### config.mk
export PLATFORM = sky130hd
export DESIGN_NAME = corefifo_rd_ptr_ctrl_flat
export DESIGN_NICKNAME = d
export VERILOG_FILES = /design/src/rtl/corefifo_pkg.sv /design/src/rtl/corefifo_rd_ptr_ctrl_if.sv /design/src/rtl/corefifo_rd_gray_sync.sv /design/src/rtl/corefifo_rd_ptr_ctrl.sv /design/src/flat_wrapper.sv
export SDC_FILE = /design/constraint.sdc
export NUM_CORES = 1
export LEC_CHECK = 0
export ABC_AREA = 1
export ABC_CLOCK_PERIOD_IN_PS = 2700
export CAP_MARGIN = 20
export CORE_UTILIZATION = 25
export CTS_CLUSTER_SIZE = 28
export DETAILED_ROUTE_END_ITERATION = 16
export HOLD_SLACK_MARGIN = 0.12
export PLACE_DENSITY_LB_ADDON = 0.3
export SYNTH_ARGS = -nofsm -noshare
export SYNTH_HDL_FRONTEND = slang
export SYNTH_SLANG_ARGS = --single-unit
### constraint.sdc
create_clock -name pos_rclk -period 2.7 [get_ports pos_rclk]
set_input_delay 0.27 -clock pos_rclk [delete_from_list [all_inputs] [get_ports pos_rclk]]
set_output_delay 0.27 -clock pos_rclk [all_outputs]
set_load 0.05 [all_outputs]
### src/rtl/corefifo_pkg.sv
// Shared FIFO helpers: pointer width and binary/gray conversions.
// Conversions work on a 32-bit container; callers cast results back to their pointer width.
package corefifo_pkg;

  localparam int GRAY_MAX_W = 32;

  function automatic int ptr_w(input int rdepth);
    return rdepth + 1;
  endfunction

  function automatic logic [GRAY_MAX_W-1:0] bin2gray(input logic [GRAY_MAX_W-1:0] bin);
    return bin ^ (bin >> 1);
  endfunction

  function automatic logic [GRAY_MAX_W-1:0] gray2bin(input logic [GRAY_MAX_W-1:0] gray);
    logic [GRAY_MAX_W-1:0] bin;
    bin[GRAY_MAX_W-1] = gray[GRAY_MAX_W-1];
    for (int i = GRAY_MAX_W - 2; i >= 0; i--) begin
      bin[i] = bin[i+1] ^ gray[i];
    end
    return bin;
  endfunction

endpackage

### src/rtl/corefifo_rd_ptr_ctrl_if.sv
// Read-side pointer controller bus: FWFT handshake, RAM read port, cross-domain pointers.
// rdcnt exists only when COREFIFO_RDCNT_EN is defined.
interface corefifo_rd_ptr_ctrl_if
  import corefifo_pkg::*;
#(
  parameter int RDEPTH = 10
);

  localparam int PTR_W = ptr_w(RDEPTH);

  logic              fifo_rd_en;
  logic [PTR_W-1:0]  wptr_gray_i;
  logic              fifo_empty;
  logic              fifo_aempty;
  logic [RDEPTH-1:0] fifo_MEMRADDR;
  logic              mem_re;
  logic [PTR_W-1:0]  rptr_gray_o;
`ifdef COREFIFO_RDCNT_EN
  logic [PTR_W-1:0]  rdcnt;
`endif

  modport master (
    output fifo_rd_en,
    output wptr_gray_i,
    input  fifo_empty,
    input  fifo_aempty,
    input  fifo_MEMRADDR,
    input  mem_re,
`ifdef COREFIFO_RDCNT_EN
    input  rdcnt,
`endif
    input  rptr_gray_o
  );

  modport slave (
    input  fifo_rd_en,
    input  wptr_gray_i,
    output fifo_empty,
    output fifo_aempty,
    output fifo_MEMRADDR,
    output mem_re,
`ifdef COREFIFO_RDCNT_EN
    output rdcnt,
`endif
    output rptr_gray_o
  );

endinterface

### src/rtl/corefifo_rd_gray_sync.sv
// Brings the gray-coded write pointer into the read domain (1 or 2 flops) and decodes it to binary.
module corefifo_rd_gray_sync
  import corefifo_pkg::*;
#(
  parameter int W    = 11,
  parameter int SYNC = 1
) (
  input  logic         pos_rclk,
  input  logic         aresetn_rclk,
  input  logic         sresetn_rclk,
  input  logic [W-1:0] gray_in,
  output logic [W-1:0] bin_out
);

  // Same-clock writer needs only a pipeline register; a foreign clock needs a 2-flop synchronizer.
  localparam int NSTAGES = (SYNC != 0) ? 1 : 2;

  logic [NSTAGES-1:0][W-1:0] sync_reg;

  always_ff @(posedge pos_rclk or negedge aresetn_rclk) begin
    if (!aresetn_rclk) begin
      sync_reg <= '0;
    end else if (!sresetn_rclk) begin
      sync_reg <= '0;
    end else begin
      sync_reg[0] <= gray_in;
      for (int i = 1; i < NSTAGES; i++) begin
        sync_reg[i] <= sync_reg[i-1];
      end
    end
  end

  assign bin_out = W'(gray2bin(GRAY_MAX_W'(sync_reg[NSTAGES-1])));

endmodule

### src/rtl/corefifo_rd_ptr_ctrl.sv
// Read pointer, occupancy and empty/almost-empty flags feeding the FWFT stage.
// Define COREFIFO_RDCNT_EN to add the registered occupancy output rdcnt.
module corefifo_rd_ptr_ctrl
  import corefifo_pkg::*;
#(
  parameter int RDEPTH     = 10,
  parameter int AEMPTY_VAL = 4,
  parameter int SYNC       = 1
) (
  input logic                   pos_rclk,
  input logic                   aresetn_rclk,
  input logic                   sresetn_rclk,
  corefifo_rd_ptr_ctrl_if.slave rd_if
);

  localparam int              PTR_W     = ptr_w(RDEPTH);
  localparam logic [PTR_W-1:0] AEMPTY_TH = PTR_W'(AEMPTY_VAL);

  logic [PTR_W-1:0] rptr_bin_reg;
  logic [PTR_W-1:0] rptr_bin_next;
  logic [PTR_W-1:0] rptr_gray_reg;
  logic [PTR_W-1:0] wptr_bin_s;
  logic [PTR_W-1:0] cnt_next;
  logic             empty_reg;
  logic             aempty_reg;
  logic             rd_acc;

  corefifo_rd_gray_sync #(
    .W    (PTR_W),
    .SYNC (SYNC)
  ) u_wptr_sync (
    .pos_rclk     (pos_rclk),
    .aresetn_rclk (aresetn_rclk),
    .sresetn_rclk (sresetn_rclk),
    .gray_in      (rd_if.wptr_gray_i),
    .bin_out      (wptr_bin_s)
  );

  // A cycle with sync reset asserted never reaches the RAM, so gate it here too.
  assign rd_acc        = rd_if.fifo_rd_en & ~empty_reg & sresetn_rclk;
  assign rptr_bin_next = rptr_bin_reg + PTR_W'(rd_acc);
  assign cnt_next      = wptr_bin_s - rptr_bin_next;

  always_ff @(posedge pos_rclk or negedge aresetn_rclk) begin
    if (!aresetn_rclk) begin
      rptr_bin_reg  <= '0;
      rptr_gray_reg <= '0;
      empty_reg     <= 1'b1;
      aempty_reg    <= 1'b1;
    end else if (!sresetn_rclk) begin
      rptr_bin_reg  <= '0;
      rptr_gray_reg <= '0;
      empty_reg     <= 1'b1;
      aempty_reg    <= 1'b1;
    end else begin
      rptr_bin_reg  <= rptr_bin_next;
      rptr_gray_reg <= PTR_W'(bin2gray(GRAY_MAX_W'(rptr_bin_next)));
      empty_reg     <= (cnt_next == '0);
      aempty_reg    <= (cnt_next <= AEMPTY_TH);
    end
  end

`ifdef COREFIFO_RDCNT_EN
  logic [PTR_W-1:0] rdcnt_reg;

  always_ff @(posedge pos_rclk or negedge aresetn_rclk) begin
    if (!aresetn_rclk) begin
      rdcnt_reg <= '0;
    end else if (!sresetn_rclk) begin
      rdcnt_reg <= '0;
    end else begin
      rdcnt_reg <= cnt_next;
    end
  end

  assign rd_if.rdcnt = rdcnt_reg;
`endif

  assign rd_if.mem_re        = rd_acc;
  assign rd_if.fifo_MEMRADDR = rptr_bin_reg[RDEPTH-1:0];
  assign rd_if.rptr_gray_o   = rptr_gray_reg;
  assign rd_if.fifo_empty    = empty_reg;
  assign rd_if.fifo_aempty   = aempty_reg;

endmodule

### src/flat_wrapper.sv
// flat-port wrapper written by rule: the top's interface ports become plain ports
module corefifo_rd_ptr_ctrl_flat import corefifo_pkg::*;
#(
  parameter int RDEPTH     = 10,
  parameter int AEMPTY_VAL = 4,
  parameter int SYNC       = 1
)
  (pos_rclk, aresetn_rclk, sresetn_rclk, rd_if_fifo_rd_en, rd_if_wptr_gray_i, rd_if_fifo_empty, rd_if_fifo_aempty, rd_if_fifo_MEMRADDR, rd_if_mem_re, rd_if_rptr_gray_o);
  corefifo_rd_ptr_ctrl_if #(.RDEPTH(RDEPTH)) rd_if_i ();
  input logic pos_rclk;
  input logic aresetn_rclk;
  input logic sresetn_rclk;
  input wire logic [$bits(rd_if_i.fifo_rd_en)-1:0] rd_if_fifo_rd_en;
  input wire logic [$bits(rd_if_i.wptr_gray_i)-1:0] rd_if_wptr_gray_i;
  output wire logic [$bits(rd_if_i.fifo_empty)-1:0] rd_if_fifo_empty;
  output wire logic [$bits(rd_if_i.fifo_aempty)-1:0] rd_if_fifo_aempty;
  output wire logic [$bits(rd_if_i.fifo_MEMRADDR)-1:0] rd_if_fifo_MEMRADDR;
  output wire logic [$bits(rd_if_i.mem_re)-1:0] rd_if_mem_re;
  output wire logic [$bits(rd_if_i.rptr_gray_o)-1:0] rd_if_rptr_gray_o;
  assign rd_if_i.fifo_rd_en = rd_if_fifo_rd_en;
  assign rd_if_i.wptr_gray_i = rd_if_wptr_gray_i;
  assign rd_if_fifo_empty = rd_if_i.fifo_empty;
  assign rd_if_fifo_aempty = rd_if_i.fifo_aempty;
  assign rd_if_fifo_MEMRADDR = rd_if_i.fifo_MEMRADDR;
  assign rd_if_mem_re = rd_if_i.mem_re;
  assign rd_if_rptr_gray_o = rd_if_i.rptr_gray_o;
  corefifo_rd_ptr_ctrl #(.RDEPTH(RDEPTH), .AEMPTY_VAL(AEMPTY_VAL), .SYNC(SYNC)) u_core (.pos_rclk(pos_rclk), .aresetn_rclk(aresetn_rclk), .sresetn_rclk(sresetn_rclk), .rd_if(rd_if_i));
endmodule
; ---- After elaboration in Yosys (flattened, before gate mapping)
; Cells that the tools add are included.
[totals]
register_bits = 35
inputBits = 15
out_inout_bits = 24
elab_cells = 28
[classes]
add_sub_neg = 2
n_lt_le_gt_ge = 1
mux = 5
bitwise = 14
reduce_logical = 1
[op_table]
columns = op, count
row1 = 2-to-1 mux 11 bit, 3
row2 = adder 11 x 1 -> 11 bit, 1
row3 = less-or-equal comparator 11 x 3 -> 1 bit (second input constant), 1
row4 = logical NOT 11 bit, 1
row5 = subtractor 11 bit, 1
row6 = bitwise XOR 11 x 10 -> 11 bit, 1
row7 = bitwise XOR 1 bit, 10
row8 = AND 1 bit, 2
row9 = 2-to-1 mux 1 bit, 2
row10 = NOT 1 bit, 1

; ---- Longest topological paths before layout
; Gate-level depths: netlist of run 1.
[logic_depth]
depth_word = 13
depth_mapped = 30
mapped_depth_nobuf = 30

; ---- By module
; A second synthesis of run 1 with hierarchy kept.
[hier_totals]
cells_unflattened = 361
hier_area_um2 = 2548.7
[by_module_without_submodules]
columns = mod, n_inst, cells_per_inst, area_each_um2, seq_area_each_um2
row1 = corefifo_rd_ptr_ctrl, 1, 271, 1876.8, 578.1
row2 = corefifo_rd_gray_sync, 1, 90, 671.9, 275.3

; ---- Worst setup path after synthesis of run 1
; Ideal clock, no wire load.
[synth_path]
kind = input -> register
start = input port sresetn_rclk
end = register u_core.aempty_reg, in the netlist u_core.rd_if.fifo_aempty
setup_time_ns = 0.063
arrival_ns = 3.582
required_ns = 2.637
setup_slack_ns = -0.945
path_stages = 20
path_buffers = 1
path_cell_list = clkbuf_1 > nand2_1 > nor2_1 > ha_1 > ha_1 > nand2_2 > nor2_4 > nand3_4 > xor2_1 > inv_1 > ha_1 > a21o_1 > nand3_1 > nand4_1 > a21o_2 > nand2_1 > nand2_1 > nor3_2 > nand2_1 > nand2_1
[synth_via]
elab_chain_cells = 5
[synth_lines]
columns = element, line_no
row1 = from (decl), flat_wrapper.sv:12  ; input logic sresetn_rclk;
row2 = AND 1 bit, corefifo_rd_ptr_ctrl.sv:40  ; assign rd_acc = rd_if.fifo_rd_en & ~empty_reg & sresetn_rclk;
row3 = named net rd_if_mem_re, flat_wrapper.sv:18  ; output wire logic [$bits(rd_if_i.mem_re)-1:0] rd_if_mem_re;
row4 = adder 11 x 1 -> 11 bit, corefifo_rd_ptr_ctrl.sv:41  ; assign rptr_bin_next = rptr_bin_reg + PTR_W'(rd_acc);
row5 = subtractor 11 bit, corefifo_rd_ptr_ctrl.sv:42  ; assign cnt_next = wptr_bin_s - rptr_bin_next;
row6 = less-or-equal comparator 11 x 3 -> 1 bit, corefifo_rd_ptr_ctrl.sv:59  ; aempty_reg <= (cnt_next <= AEMPTY_TH);
row7 = 2-to-1 mux 1 bit, corefifo_rd_ptr_ctrl.sv:50  ; end else if (!sresetn_rclk) begin
row8 = to (signal assigned), corefifo_rd_ptr_ctrl.sv:59
row9 = to (decl), corefifo_rd_ptr_ctrl.sv:25  ; logic aempty_reg;
; The timed path passes the listed nets, and every way through them passes these cells.

; ---- Worst setup path after layout of run 1
[layout_path]
start = register u_core.u_wptr_sync.sync_reg[10] (netlist name)
end = register u_core.aempty_reg, in the netlist u_core.rd_if.fifo_aempty
[layout_via]
elab_chain_cells = 13
[layout_lines]
columns = element, line_no
row1 = from (decl), corefifo_rd_gray_sync.sv:18  ; logic [NSTAGES-1:0][W-1:0] sync_reg;
row2 = "from (signal, indexed assignment)", corefifo_rd_gray_sync.sv:28  ; sync_reg[i] <= sync_reg[i-1];
row3 = bitwise XOR 1 bit (10 in a row), corefifo_pkg.sv:19  ; bin[i] = bin[i+1] ^ gray[i];
row4 = subtractor 11 bit (*), corefifo_rd_ptr_ctrl.sv:42
row5 = less-or-equal comparator 11 x 3 -> 1 bit (*), corefifo_rd_ptr_ctrl.sv:59
row6 = 2-to-1 mux 1 bit (*), corefifo_rd_ptr_ctrl.sv:50
; Mark *: on every way between the ends. The rest lies on a longest branch, timed or not.

==> results.sh, run 1 <==
export IMPL_antenna_found_initial=0
export IMPL_commonest_non_fill_non_tap_cell_in_the_layout="sky130_fd_sc_hd__buf_4"
export IMPL_syn_area_per_cell_um2=8.40
export IMPL_worstMarginPinSlew_ps=504
export IMPL_report_final_hold_viol_count=0
export IMPL_final_util=0.461
export IMPL_num_io_pins=39
export IMPL_global_route_wire_length_before_repair_um=8510
export IMPL_track_usage=0.125
export IMPL_number_of_buffers_and_inverters_on_the_critical_path=14
export IMPL_placement_setup_worst_slack_ps=-563
export IMPL_vdd_drop_max_mv=0.320
export IMPL_violations="setup timing"
export IMPL_wire_per_inst_um=11.5
export IMPL_clock_insertion_delay_worst_skew_ps=280
export IMPL_sequentialPowerShare=0.341
export IMPL_overall_overflow_remaining_after_global_route=0
export IMPL_synth_seq_area_share=0.416
export IMPL_drt_drc_violations_left=0
export IMPL_period_share=1.15
export IMPL_crit_path_max_incr_delay_ps=440
export IMPL_critical_path_required_ps=2920
export IMPL_cts_inserted_buffers=5
export IMPL_ys_types=33
export IMPL_reg2reg_slack_ps=-420
export IMPL_netSwitchingPower_mw=0.476
export IMPL_synthArstFlopShare=1.00
export IMPL_drt_pass1_iterations=4
export IMPL_placementRows=32
export IMPL_post_synth_edffs=0
export IMPL_setup_worst_path_end_class="flip-flop"
export IMPL_layout_min_cycle_time_ps=3120
export IMPL_cap_viol_max_count=0
export IMPL_grt_pass1_vias=1926
export IMPL_worst_hold_check_slack_ps=403
export IMPL_worst_clock_skew_ps=8.87
export IMPL_post_layout_nonfiller_instances=460
export IMPL_timing_final_setup_violations=2
export IMPL_n_antenna_cell=0
export IMPL_total_negative_slack_for_setup_checks_ps=-822
export IMPL_pwr_density_cell_mw_per_mm2=435
export IMPL_swShare=0.302
export IMPL_cell_count_post_placement=422
export IMPL_tritoncts_num_sinks=34
export IMPL_critical_register_to_register_path_endpoint="u_core.rd_if.fifo_aempty"
export IMPL_run_status="finished with violations"
export IMPL_rsz_0062_raised_after_global_routing="yes"
export IMPL_drive_gt1_frac=0.439
export IMPL_clock_fmax_mhz=321
export IMPL_maxSlewHeadroom=0.663
export IMPL_grt_start_max_net_pins=35
export IMPL_num_nets_final=385
export IMPL_h_tree_depth=2
export IMPL_clk_transition_reported_paths_ps=70
export IMPL_fp_dieArea_mm2=0.00856
export IMPL_fill_cells=750
export IMPL_final_critical_path_setup_slack_ps=-418
export IMPL_die_height_um=92.5
export IMPL_final_cell_area_mm2=0.00362
export IMPL_buffer_ports_inserted=38
export IMPL_cells_after_synth=244
export IMPL_path_cells="inv_2 > nand2_4 > buf_4 > buf_4 > buf_4 > buf_4 > buf_4 > buf_4 > buf_4 > buf_4 > buf_4 > buf_4 > buf_4 > buf_4 > buf_4 > nand2_4 > ha_4 > a21o_2 > nand2_1 > nand2_1 > nor3_2 > nand2_1 > nand2_1"
export IMPL_leakage_power_nw=1.75
export IMPL_synth_main_ff_cell="sky130_fd_sc_hd__dfrtp_1"
export IMPL_crit_reg2reg_launch="u_core.u_wptr_sync.sync_reg[10]"
export IMPL_critical_path_startpoint_type="flip-flop"
export IMPL_antenna_violating_nets_remaining=0
export IMPL_worst_path_most_repeated_cell="sky130_fd_sc_hd__buf_4"
export IMPL_fp_dieW_um=92.5
export IMPL_total_power_mw=1.57
export IMPL_cts_max_path_buffers=2
export IMPL_weighted_congestion_at_the_end_of_routability_driven_global_placement=0.815
export IMPL_layout_area_overhead_vs_synth_pct=76.6
export IMPL_fp_coreArea_mm2=0.00785
export IMPL_ffs_latches_synth=34
export IMPL_ctsRootBufferMaster="sky130_fd_sc_hd__clkbuf_8"
export IMPL_ys_warn_count=0
export IMPL_cpMaxStageDelayCell="sky130_fd_sc_hd__dfrtp_1"
export IMPL_worst_ep_arrival_time_ps=3340
export IMPL_cell_internal_pwr_mw=1.10
export IMPL_cp_max_fo=3
export IMPL_pwr_share_comb=0.358
export IMPL_tritoncts="done"
export IMPL_synthesis_nets=271
export IMPL_wirelength_um=5270
export IMPL_critPathKind="reg -> reg"
export IMPL_start_util=0.261
export IMPL_detailroute_via_count=1943
export IMPL_detailed_place_area_mm2=0.00292
export IMPL_place_detailed_hpwl_um=3440
export IMPL_timing_hold_worst_class="in -> async"
export IMPL_dr_first_iter_drc_count=74
export IMPL_netlist_area_mm2=0.00205
export IMPL_vias_per_cell=4.22
export IMPL_final_cell_mix="sky130_fd_sc_hd__buf_4, sky130_fd_sc_hd__nand2_1, sky130_fd_sc_hd__inv_1, sky130_fd_sc_hd__clkdlybuf4s50_1, sky130_fd_sc_hd__dfrtp_1"
export IMPL_critPathTopFamily="buffers and inverters"
export IMPL_final_max_slew_violation_count=0
export IMPL_depth_of_the_worst_register_to_register_path=23
export IMPL_clkPwrFrac=0.300
## cell usage after synthesis (2+ instances only)
cell type / count / share of area
sky130_fd_sc_hd__dfrtp_1: 32 / 0.39
sky130_fd_sc_hd__inv_1: 40 / 0.073
sky130_fd_sc_hd__dfstp_2: 2 / 0.026
sky130_fd_sc_hd__nor2_4: 2 / 0.011
sky130_fd_sc_hd__nand2_1: 53 / 0.097
sky130_fd_sc_hd__xnor2_1: 3 / 0.013
sky130_fd_sc_hd__o21ai_0: 4 / 0.0098
sky130_fd_sc_hd__nand3_2: 10 / 0.049
sky130_fd_sc_hd__nand4_1: 2 / 0.0061
sky130_fd_sc_hd__nand3_1: 16 / 0.039
sky130_fd_sc_hd__o22ai_1: 2 / 0.0061
sky130_fd_sc_hd__nor2_1: 17 / 0.031
sky130_fd_sc_hd__xor2_1: 13 / 0.056
sky130_fd_sc_hd__nor3_1: 2 / 0.0049
sky130_fd_sc_hd__a21oi_1: 7 / 0.017
sky130_fd_sc_hd__a21o_1: 2 / 0.0073
sky130_fd_sc_hd__ha_1: 12 / 0.073
sky130_fd_sc_hd__nand2_2: 9 / 0.027
sky130_fd_sc_hd__o22a_1: 2 / 0.0085
## power groups by stage
stage               clock network (mW)  logic (mW)  registers, mW
finish                           0.472       0.564          0.537
floorplan                            0       0.238          0.555
global placement                     0       0.387          0.542
CTS                              0.488       0.477          0.534
global route                     0.506       0.623          0.538
detailed placement                   0       0.397          0.542
## final cells by class
cell class | instances | area [um^2] | area share
Multi-Input combinational cell | 166 | 1450 | 0.400
Timing Repair Buffer | 109 | 921 | 0.254
Sequential cell | 34 | 853 | 0.236
Inverter | 42 | 158 | 0.0436
Tap cell | 102 | 128 | 0.0353
Clock buffer | 6 | 82.6 | 0.0228
Clock inverter | 1 | 30.0 | 0.00830
## worst register-to-register path: cells and delay by family (launching register included)
kind / cells / cell delay, ps
AOI/OAI and AO/OA: 1 / 190
adders and majority gates: 1 / 190
buffers and inverters: 14 / 1710
DFF: 1 / 440
and+or+nand+nor: 7 / 520
## worst max-delay path by stage
stage                                    startpoint                        to  slack, ps  cells after the start
floorplan                              sresetn_rclk  u_core.rd_if.fifo_aempty       -230                     21
global placement                       sresetn_rclk  u_core.rd_if.fifo_aempty       -480                     20
detailed placement                     sresetn_rclk  u_core.rd_if.fifo_aempty       -560                     20
CTS                 u_core.u_wptr_sync.sync_reg[10]  u_core.rd_if.fifo_aempty       -350                     30
global route                       rd_if_fifo_rd_en  u_core.rd_if.fifo_aempty       -660                     20
finish              u_core.u_wptr_sync.sync_reg[10]  u_core.rd_if.fifo_aempty       -420                     23
## logic make-up (layout without fill, tap and decap cells)
family                   count (synthesis)  count (layout)  share of synthesized area
AO/OA/AOI/OAI                           22              22                     0.0678
XOR/XNOR                                17              17                     0.0763
adder cells (fa/ha/maj)                 12              12                     0.0733
buffers and inverters                   44             158                     0.0806
flip-flops                              34              34                      0.416
AND/OR/NAND/NOR                        115             115                      0.286
## metal layers
metal	share of wire	routed length (um)	GRT usage
met4	0.011	58	0.0313
met1	0.44	2300	0.165
met3	0.043	229	0.0263
met5	0	0	0
met2	0.51	2680	0.209
## timing repair
item	4_1_cts	5_1_grt
hold buffers	0	0
pin swaps	11	26
resized for setup	21	49
buffers inserted	31	3
endpoints found under the setup margin	2	2
No activity file was read; power rests on OpenSTA's default activity.
==> run 2, diff against run 1 <==
--- a/config.mk
+++ b/config.mk
@@ -11,6 +11,7 @@
 export CORE_UTILIZATION = 25
 export CTS_CLUSTER_SIZE = 28
 export DETAILED_ROUTE_END_ITERATION = 16
+export GPL_ROUTABILITY_DRIVEN = 0
 export HOLD_SLACK_MARGIN = 0.12
 export PLACE_DENSITY_LB_ADDON = 0.3
 export SYNTH_ARGS = -nofsm -noshare
==> results of run 2 <==
Same layout as run 1: the final DEF is identical, and so are final timing and power.
==> run 3, diff against run 2 <==
--- a/config.mk
+++ b/config.mk
@@ -7,7 +7,7 @@
 export LEC_CHECK = 0
 export ABC_AREA = 1
 export ABC_CLOCK_PERIOD_IN_PS = 2700
-export CAP_MARGIN = 20
+export CAP_MARGIN = 10
 export CORE_UTILIZATION = 25
 export CTS_CLUSTER_SIZE = 28
 export DETAILED_ROUTE_END_ITERATION = 16
==> results of run 3 <==
Same layout as run 1: the final DEF is identical, and so are final timing and power.
